==> config.mk <==
export PLATFORM = sky130hd
export DESIGN_NAME = turbo_perm_addr_gen_flat
export DESIGN_NICKNAME = d
export VERILOG_FILES = /design/src/rtl/turbo_perm_addr_gen_if.sv /design/src/rtl/turbo_perm_addr_gen.sv /design/src/flat_wrapper.sv
export SDC_FILE = /design/constraint.sdc
export NUM_CORES = 1
export LEC_CHECK = 0
export BUFFER_PORTS_ARGS = -buffer_cell sky130_fd_sc_hd__buf_2
export CAP_MARGIN = 20
export CORE_UTILIZATION = 50
export CTS_BUF_LIST = sky130_fd_sc_hd__clkbuf_8
export CTS_CLUSTER_SIZE = 25
export DETAILED_ROUTE_END_ITERATION = 10
export PLACE_DENSITY = 0.75
export SLEW_MARGIN = 20
export SYNTH_ARGS = -nofsm -noshare
export SYNTH_HDL_FRONTEND = slang
export SYNTH_SLANG_ARGS = --single-unit
==> constraint.sdc <==
create_clock -name clk -period 5.9 [get_ports clk]
set_input_delay 0.885 -clock clk [delete_from_list [all_inputs] [get_ports clk]]
set_output_delay 0.885 -clock clk [all_outputs]
set_load 0.03 [all_outputs]
==> src/rtl/turbo_perm_addr_gen_if.sv <==
// Bundle of the sweep request, address-ROM lookup and permuted-address output stream
// that connects turbo_perm_addr_gen to its surroundings.
interface turbo_perm_addr_gen_if #(
   parameter int A_WIDTH = 12
);
   logic               start;
   logic               mode_int_dint;
   logic [A_WIDTH-1:0] blk_len_m1;
   logic [A_WIDTH-1:0] rom_base;
   logic [A_WIDTH-1:0] rom_raddr;
   logic               rom_mode;
   logic [A_WIDTH-1:0] rom_data;
   logic               out_valid;
   logic               out_ready;
   logic [A_WIDTH-1:0] out_seq_addr;
   logic [A_WIDTH-1:0] out_perm_addr;
   logic               out_last;
   logic               busy;
   logic               done;

   modport master (
      input  start, mode_int_dint, blk_len_m1, rom_base, rom_data, out_ready,
      output rom_raddr, rom_mode, out_valid, out_seq_addr, out_perm_addr,
             out_last, busy, done
   );

   modport slave (
      output start, mode_int_dint, blk_len_m1, rom_base, rom_data, out_ready,
      input  rom_raddr, rom_mode, out_valid, out_seq_addr, out_perm_addr,
             out_last, busy, done
   );
endinterface

==> src/rtl/turbo_perm_addr_gen.sv <==
// Sweeps natural index 0..N-1 through the interleaver/deinterleaver address ROM and
// streams each permuted address out through a single valid/ready register stage.
module turbo_perm_addr_gen #(
   parameter int A_WIDTH = 12
) (
   input  logic                   clk,
   input  logic                   n_rst,
   turbo_perm_addr_gen_if.master  bus
);

   typedef enum logic [1:0] {
      IDLE,
      RUN,
      DRAIN
   } state_t;

   state_t             r_state;
   state_t             w_nextState;

   logic [A_WIDTH-1:0] r_cnt;
   logic [A_WIDTH-1:0] r_len;
   logic [A_WIDTH-1:0] r_base;
   logic               r_mode;
   logic               r_valid;
   logic               r_last;
   logic [A_WIDTH-1:0] r_seq;
   logic [A_WIDTH-1:0] r_perm;
   logic               r_done;

   logic               w_loadEn;
   logic               w_atLast;
   logic               w_latch;
   logic               w_load;
   logic               w_advance;
   logic               w_release;

   // The output register may refill in the same cycle its current word is accepted.
   assign w_loadEn = !r_valid || bus.out_ready;
   assign w_atLast = (r_cnt == r_len);

   always_comb begin
      w_nextState = r_state;
      w_latch     = 1'b0;
      w_load      = 1'b0;
      w_advance   = 1'b0;
      w_release   = 1'b0;
      case (r_state)
         IDLE: begin
            if (bus.start) begin
               w_latch     = 1'b1;
               w_nextState = RUN;
            end
         end
         RUN: begin
            if (w_loadEn) begin
               w_load = 1'b1;
               if (w_atLast) begin
                  w_nextState = DRAIN;
               end else begin
                  w_advance = 1'b1;
               end
            end
         end
         DRAIN: begin
            if (r_valid && bus.out_ready) begin
               w_release   = 1'b1;
               w_nextState = IDLE;
            end
         end
         default: w_nextState = IDLE;
      endcase
   end

   always_ff @(posedge clk or negedge n_rst) begin
      if (!n_rst) begin
         r_state <= IDLE;
      end else begin
         r_state <= w_nextState;
      end
   end

   always_ff @(posedge clk or negedge n_rst) begin
      if (!n_rst) begin
         r_cnt   <= '0;
         r_len   <= '0;
         r_base  <= '0;
         r_mode  <= 1'b0;
         r_valid <= 1'b0;
         r_last  <= 1'b0;
         r_seq   <= '0;
         r_perm  <= '0;
         r_done  <= 1'b0;
      end else begin
         r_done <= w_release;
         if (w_latch) begin
            r_mode <= bus.mode_int_dint;
            r_len  <= bus.blk_len_m1;
            r_base <= bus.rom_base;
            r_cnt  <= '0;
         end else if (w_advance) begin
            r_cnt <= r_cnt + 1'b1;
         end
         if (w_load) begin
            r_perm  <= bus.rom_data;
            r_seq   <= r_cnt;
            r_last  <= w_atLast;
            r_valid <= 1'b1;
         end else if (w_release) begin
            r_valid <= 1'b0;
            r_last  <= 1'b0;
         end
      end
   end

   // Table offset plus index wraps inside the ROM space; there is no carry out.
   assign bus.rom_raddr     = r_base + r_cnt;
   assign bus.rom_mode      = r_mode;
   assign bus.out_valid     = r_valid;
   assign bus.out_seq_addr  = r_seq;
   assign bus.out_perm_addr = r_perm;
   assign bus.out_last      = r_last;
   assign bus.busy          = (r_state != IDLE);
   assign bus.done          = r_done;

endmodule

==> src/flat_wrapper.sv <==
// flat-port wrapper written by rule: the top's interface ports become plain ports
module turbo_perm_addr_gen_flat 
#(
   parameter int A_WIDTH = 12
)
  (clk, n_rst, bus_start, bus_mode_int_dint, bus_blk_len_m1, bus_rom_base, bus_rom_data, bus_out_ready, bus_rom_raddr, bus_rom_mode, bus_out_valid, bus_out_seq_addr, bus_out_perm_addr, bus_out_last, bus_busy, bus_done);
  turbo_perm_addr_gen_if #(.A_WIDTH(A_WIDTH)) bus_i ();
  input  logic clk;
  input  logic n_rst;
  input wire logic [$bits(bus_i.start)-1:0] bus_start;
  input wire logic [$bits(bus_i.mode_int_dint)-1:0] bus_mode_int_dint;
  input wire logic [$bits(bus_i.blk_len_m1)-1:0] bus_blk_len_m1;
  input wire logic [$bits(bus_i.rom_base)-1:0] bus_rom_base;
  input wire logic [$bits(bus_i.rom_data)-1:0] bus_rom_data;
  input wire logic [$bits(bus_i.out_ready)-1:0] bus_out_ready;
  output wire logic [$bits(bus_i.rom_raddr)-1:0] bus_rom_raddr;
  output wire logic [$bits(bus_i.rom_mode)-1:0] bus_rom_mode;
  output wire logic [$bits(bus_i.out_valid)-1:0] bus_out_valid;
  output wire logic [$bits(bus_i.out_seq_addr)-1:0] bus_out_seq_addr;
  output wire logic [$bits(bus_i.out_perm_addr)-1:0] bus_out_perm_addr;
  output wire logic [$bits(bus_i.out_last)-1:0] bus_out_last;
  output wire logic [$bits(bus_i.busy)-1:0] bus_busy;
  output wire logic [$bits(bus_i.done)-1:0] bus_done;
  assign bus_i.start = bus_start;
  assign bus_i.mode_int_dint = bus_mode_int_dint;
  assign bus_i.blk_len_m1 = bus_blk_len_m1;
  assign bus_i.rom_base = bus_rom_base;
  assign bus_i.rom_data = bus_rom_data;
  assign bus_i.out_ready = bus_out_ready;
  assign bus_rom_raddr = bus_i.rom_raddr;
  assign bus_rom_mode = bus_i.rom_mode;
  assign bus_out_valid = bus_i.out_valid;
  assign bus_out_seq_addr = bus_i.out_seq_addr;
  assign bus_out_perm_addr = bus_i.out_perm_addr;
  assign bus_out_last = bus_i.out_last;
  assign bus_busy = bus_i.busy;
  assign bus_done = bus_i.done;
  turbo_perm_addr_gen #(.A_WIDTH(A_WIDTH)) u_core (.clk(clk), .n_rst(n_rst), .bus(bus_i));
endmodule
# Word level (Yosys, flattened, before mapping)
# Cells that the tools add are included.
# W data, S select, Z words.
dict set report totals {
  regBits 66
  wordCells 46
}
dict set report classes {
  n_addsub 2
  eq_ne 7
  muxes 19
  reduce_logical 8
}
# cell count
set ops {}
lappend ops {{$mux W12} 2}
lappend ops {{$add A12 B1 Y12 const B} 1}
lappend ops {{$add A12 B12 Y12} 1}
lappend ops {{$eq A12 B12 Y1} 1}
lappend ops {{$mux W1} 12}
lappend ops {{$mux W2} 4}
lappend ops {{$ne A2 B1 Y1 const B} 3}
lappend ops {{$pmux W2 S3} 1}
lappend ops {{$reduce_bool A2 Y1} 3}
lappend ops {{$reduce_and A4 Y1} 1}
lappend ops {{$eq A2 B1 Y1 const B} 1}
lappend ops {{$eq A2 B2 Y1 const B} 1}
lappend ops {{$logic_not A2 Y1} 1}
lappend ops {{$ne A2 B2 Y1 const B} 1}
lappend ops {{$logic_and A1 B1 Y1} 1}
lappend ops {{$logic_not A1 Y1} 1}
lappend ops {{$logic_or A1 B1 Y1} 1}

# Logic depth before layout (Yosys ltp)
dict set report depth {
  ltp_word 6
  mapped_depth 8
}

# Worst setup path after synthesis
# No wires, ideal clock.
dict set report synth_timing {
  kind {register to output}
  startpoint {register u_core.r_cnt[1]}
  endpoint {output port bus_rom_raddr[11]}
  arrival_time_ps 2143
  setup_slack_ps 2872
  stages_incl_launch_ff 7
  path_buffers 0
  path_cell_list {dfrtp_1 ha_1 a21oi_1 o211ai_1 o41ai_1 o21ai_0 xnor2_1}
}
dict set report synth_between {
  elab_chain_len 1
}
# item line_no
set synth_lines {}
lappend synth_lines {{start: declaration} turbo_perm_addr_gen.sv:20} ;# logic [A_WIDTH-1:0] r_cnt;
lappend synth_lines {{start signal: assignment} turbo_perm_addr_gen.sv:101} ;# r_cnt <= r_cnt + 1'b1;
lappend synth_lines {{$add A12 B12 Y12} turbo_perm_addr_gen.sv:116} ;# assign bus.rom_raddr = r_base + r_cnt;
lappend synth_lines {{end: declaration} flat_wrapper.sv:16} ;# output wire logic [$bits(bus_i.rom_raddr)-1:0] bus_rom_raddr;
# No other way between the ends.

# Final worst setup path
dict set report layout_timing {
  startpoint {register u_core.r_cnt[0]}
  endpoint {output port bus_rom_raddr[10]}
}
# Same word-level chain as after synthesis.

==> metrics.cfg <==
[floorplan]
initial_core_util = 0.5229
coreArea_um2 = 6422
die_w_um = 83.96
ios = 82
die_y_um = 83.96
num_rows = 29
die-area_um2 = 7048

[clock_tree]
htree_num_levels = 3
clkLatencyLatePin_ns = 0.34
cts_buffers = 9
holdBufCountCts = 0
root_buffer = clkbuf_8
cts_resized = 0
cts_sinks = 66
clk_pin_slew_ns = 0.08
tritoncts = yes
cts_setup_buffers = 0
clockBufferDepth = 2

[detailed_routing]
vias = 2759
avgViaCountPerCell = 5.119
wl_per_cell_um = 13.53
routed_wl_um = 7293
drt-pass1-iter-count = 9
drtAntennaViolNets = 0
drt_iter0_drc = 213
drc = 12

[setup_path]
crit_type = flip-flop to output pin
worstPathArrival_ns = 2.63
r2r-end = u_core.r_cnt[1]
regToRegSetupSlack_ns = 3.73
rr_worst_depth = 5
r2r_start = u_core.r_cnt[8]
cp_data_required_time_ns = 5.02
startpoint = u_core.r_cnt[0]
setup.worst_path.end = bus_rom_raddr[10]
end_kind = output pin
crit_fanout = 8
cp-start-kind = flip-flop

[layout]
drive_gt1_frac = 0.2316
fillCellCount = 550
syn2layout_area_growth_pct = 19.82
post-route-util = 0.6265
nets = 511
antennaDiodeCount = 0

[pwr]
cellPowerDensity_nw_per_um2 = 390.1
power.leakage_nw = 2.117
power_mw = 1.570
max-vdd-ir-drop_uv = 147.1

[synth]
synth_warnings = 0
synthArstFlopShare = 1.000
seq_area_frac_synth = 0.4918
syn_area_um2 = 3358
ys_ff_latch = 66
synth_edf_count = 0
synthCells = 379
avgSynthCellArea_um2 = 8.861
synth_nets = 433
synthFlopType = dfrtp_1
synth.distinct_cells = 44

[sta]
relSlewSlack = 0.2689
finalSetupTns_ns = 0
worst_pin_slew_ns = 1.097
slew_violations = 0
period_share = 0.5954
rsz0062_at_grt = no
setup_viol = 0
layout_min_cycle_time_ns = 3.513
timing.fmax_mhz = 284.7
hold_violations = 0
skew_ns = 0.008906

[worst_hold_path]
min_path_type = flip-flop to flip-flop
hold_depth = 2

[placement]
hpwl_um = 5120
gp_congestion = 0.8841
portBuffers = 81

[global_routing]
grt_pass1_wl_um = 12490
overflow = 0
grt_max_degree = 67
gr-usage-all-layers = 0.2268
antenna_found_initial = 0
grt_pass1_vias = 2710

[outcome]
violations = DRC
status = finished, violations left

[job]
cap_violations = 0

==> cell usage in the layout (no fill, tap or decap), types with 2 or more instances in the layout <==
master and n:
o211ai_1 4, and2_1 2, nor4_1 3, nor2_1 4
nor3_1 2, o311ai_0 3, o21ai_0 8, clkinvlp_4 2
mux2i_1 4, o31ai_1 5, or4_1 2, nand2b_1 8
buf_4 3, ha_1 12, inv_1 9, nor2b_1 2
a21oi_1 8, buf_2 81, a21o_1 3, xnor2_1 19
bufinv_16 2, xor2_1 4, nand2_1 162, dfrtp_1 66
clkbuf_8 10, nand3_1 7, nand4_1 6
==> report_power, final <==
group	total, mW	internal [mW]	switching, mW	leakage (nW)
logic	0.532	0.195	0.337	1.18
clock network	0.432	0.250	0.182	0.109
registers	0.605	0.513	0.0915	0.826
total	1.57	0.959	0.611	2.12
==> worst min path at each step <==
stage / start / end / slack [ns]
detailed placement: u_core.bus.out_perm_addr[10] / u_core.bus.out_perm_addr[10] / 0.46
global route: u_core.bus.out_seq_addr[5] / u_core.bus.out_seq_addr[5] / 0.49
finish: u_core.bus.out_perm_addr[10] / u_core.bus.out_perm_addr[10] / 0.47
CTS: u_core.bus.out_perm_addr[10] / u_core.bus.out_perm_addr[10] / 0.48
floorplan: u_core.r_base[0] / u_core.r_base[0] / 0.45
global placement: u_core.bus.out_perm_addr[11] / u_core.bus.out_perm_addr[11] / 0.45
==> through the flow <==
| step | std cells | setup WS, ns | hold slack [ns] | cell area, um2 |
|---|---|---|---|---|
| after floorplan | 379 | 2.872 | 0.4523 | 3358 |
| after global placement | 523 | 2.862 | 0.4521 | 3797 |
| after detailed placement | 523 | 2.749 | 0.4564 | 3797 |
| after CTS | 539 | 2.370 | 0.4761 | 4024 |
| after global routing | 539 | 2.112 | 0.4901 | 4024 |
| final | 539 | 2.387 | 0.4721 | 4024 |
==> cells in the mapped netlist, types with 2 or more instances <==
library cell | n | area share
nor2b_1 | 3 | 0.0056
ha_1 | 12 | 0.045
nand2b_1 | 8 | 0.015
nand3_1 | 7 | 0.010
xor2_1 | 4 | 0.010
nand2_1 | 162 | 0.18
nor2_1 | 4 | 0.0045
o21ai_0 | 8 | 0.012
xnor2_1 | 19 | 0.050
mux2i_1 | 4 | 0.012
nor4_1 | 3 | 0.0056
o211ai_1 | 4 | 0.0089
or4_1 | 2 | 0.0045
nand4_1 | 6 | 0.011
clkbuf_1 | 12 | 0.013
dfrtp_1 | 66 | 0.49
nor3_1 | 2 | 0.0030
and2_1 | 2 | 0.0037
buf_6 | 3 | 0.010
inv_1 | 9 | 0.010
a21oi_1 | 8 | 0.012
o31ai_1 | 5 | 0.011
o311ai_0 | 3 | 0.0078
a21o_1 | 3 | 0.0067
==> critical path: stages, from the launching register on <==
cell,delay (ns)
dfrtp_1,0.51
ha_1,0.23
inv_1,0.05
fa_1,0.39
nor2b_1,0.12
o21ai_0,0.10
a21o_1,0.20
a2111o_1,0.36
o211ai_1,0.09
buf_2,0.23
==> per-layer routing <==
layer / wire [um] / vias up / track usage
li1: - / 1398 / -
met1: 3547 / 1286 / 0.3149
met2: 3282 / 67 / 0.3465
met3: 363 / 8 / 0.05737
met4: 99 / 0 / 0.07837
met5: 0 / - / 0
==> sequential cells by signal (all words and copies together) (netlist names) <==
name and flops:
u_core.r_base 12, u_core.bus.out_seq_addr 12, u_core.bus.out_valid 1, u_core.bus.rom_mode 1, u_core.bus.done 1, u_core.r_len 12, u_core.r_cnt 12, u_core.bus.out_last 1
u_core.bus.out_perm_addr 12, u_core.r_state 2
==> logic make-up (layout without fill, tap and decap cells) <==
logic type | Yosys count | after routing | synth area share
xor gates and xnor gates | 23 | 23 | 0.05998
DFF | 66 | 66 | 0.4918
buffers and inverters | 26 | 109 | 0.03614
adders and majority gates | 13 | 13 | 0.05067
muxes | 5 | 5 | 0.01528
AOI/OAI and AO/OA | 37 | 37 | 0.07415
and+or+nand+nor | 209 | 209 | 0.2720
==> final cells by class <==
| cell class | instances | area, um2 | share of cell area |
|---|---|---|---|
| inverters | 9 | 33.78 | 0.008396 |
| multi-input cells | 287 | 1588 | 0.3946 |
| clock buffers | 10 | 137.6 | 0.03420 |
| clock inverters | 6 | 88.84 | 0.02208 |
| flip-flops and latches | 66 | 1652 | 0.4104 |
| repair buffers | 84 | 427.9 | 0.1063 |
| well taps | 77 | 96.34 | 0.02394 |
(Power assumes the default switching activity.)
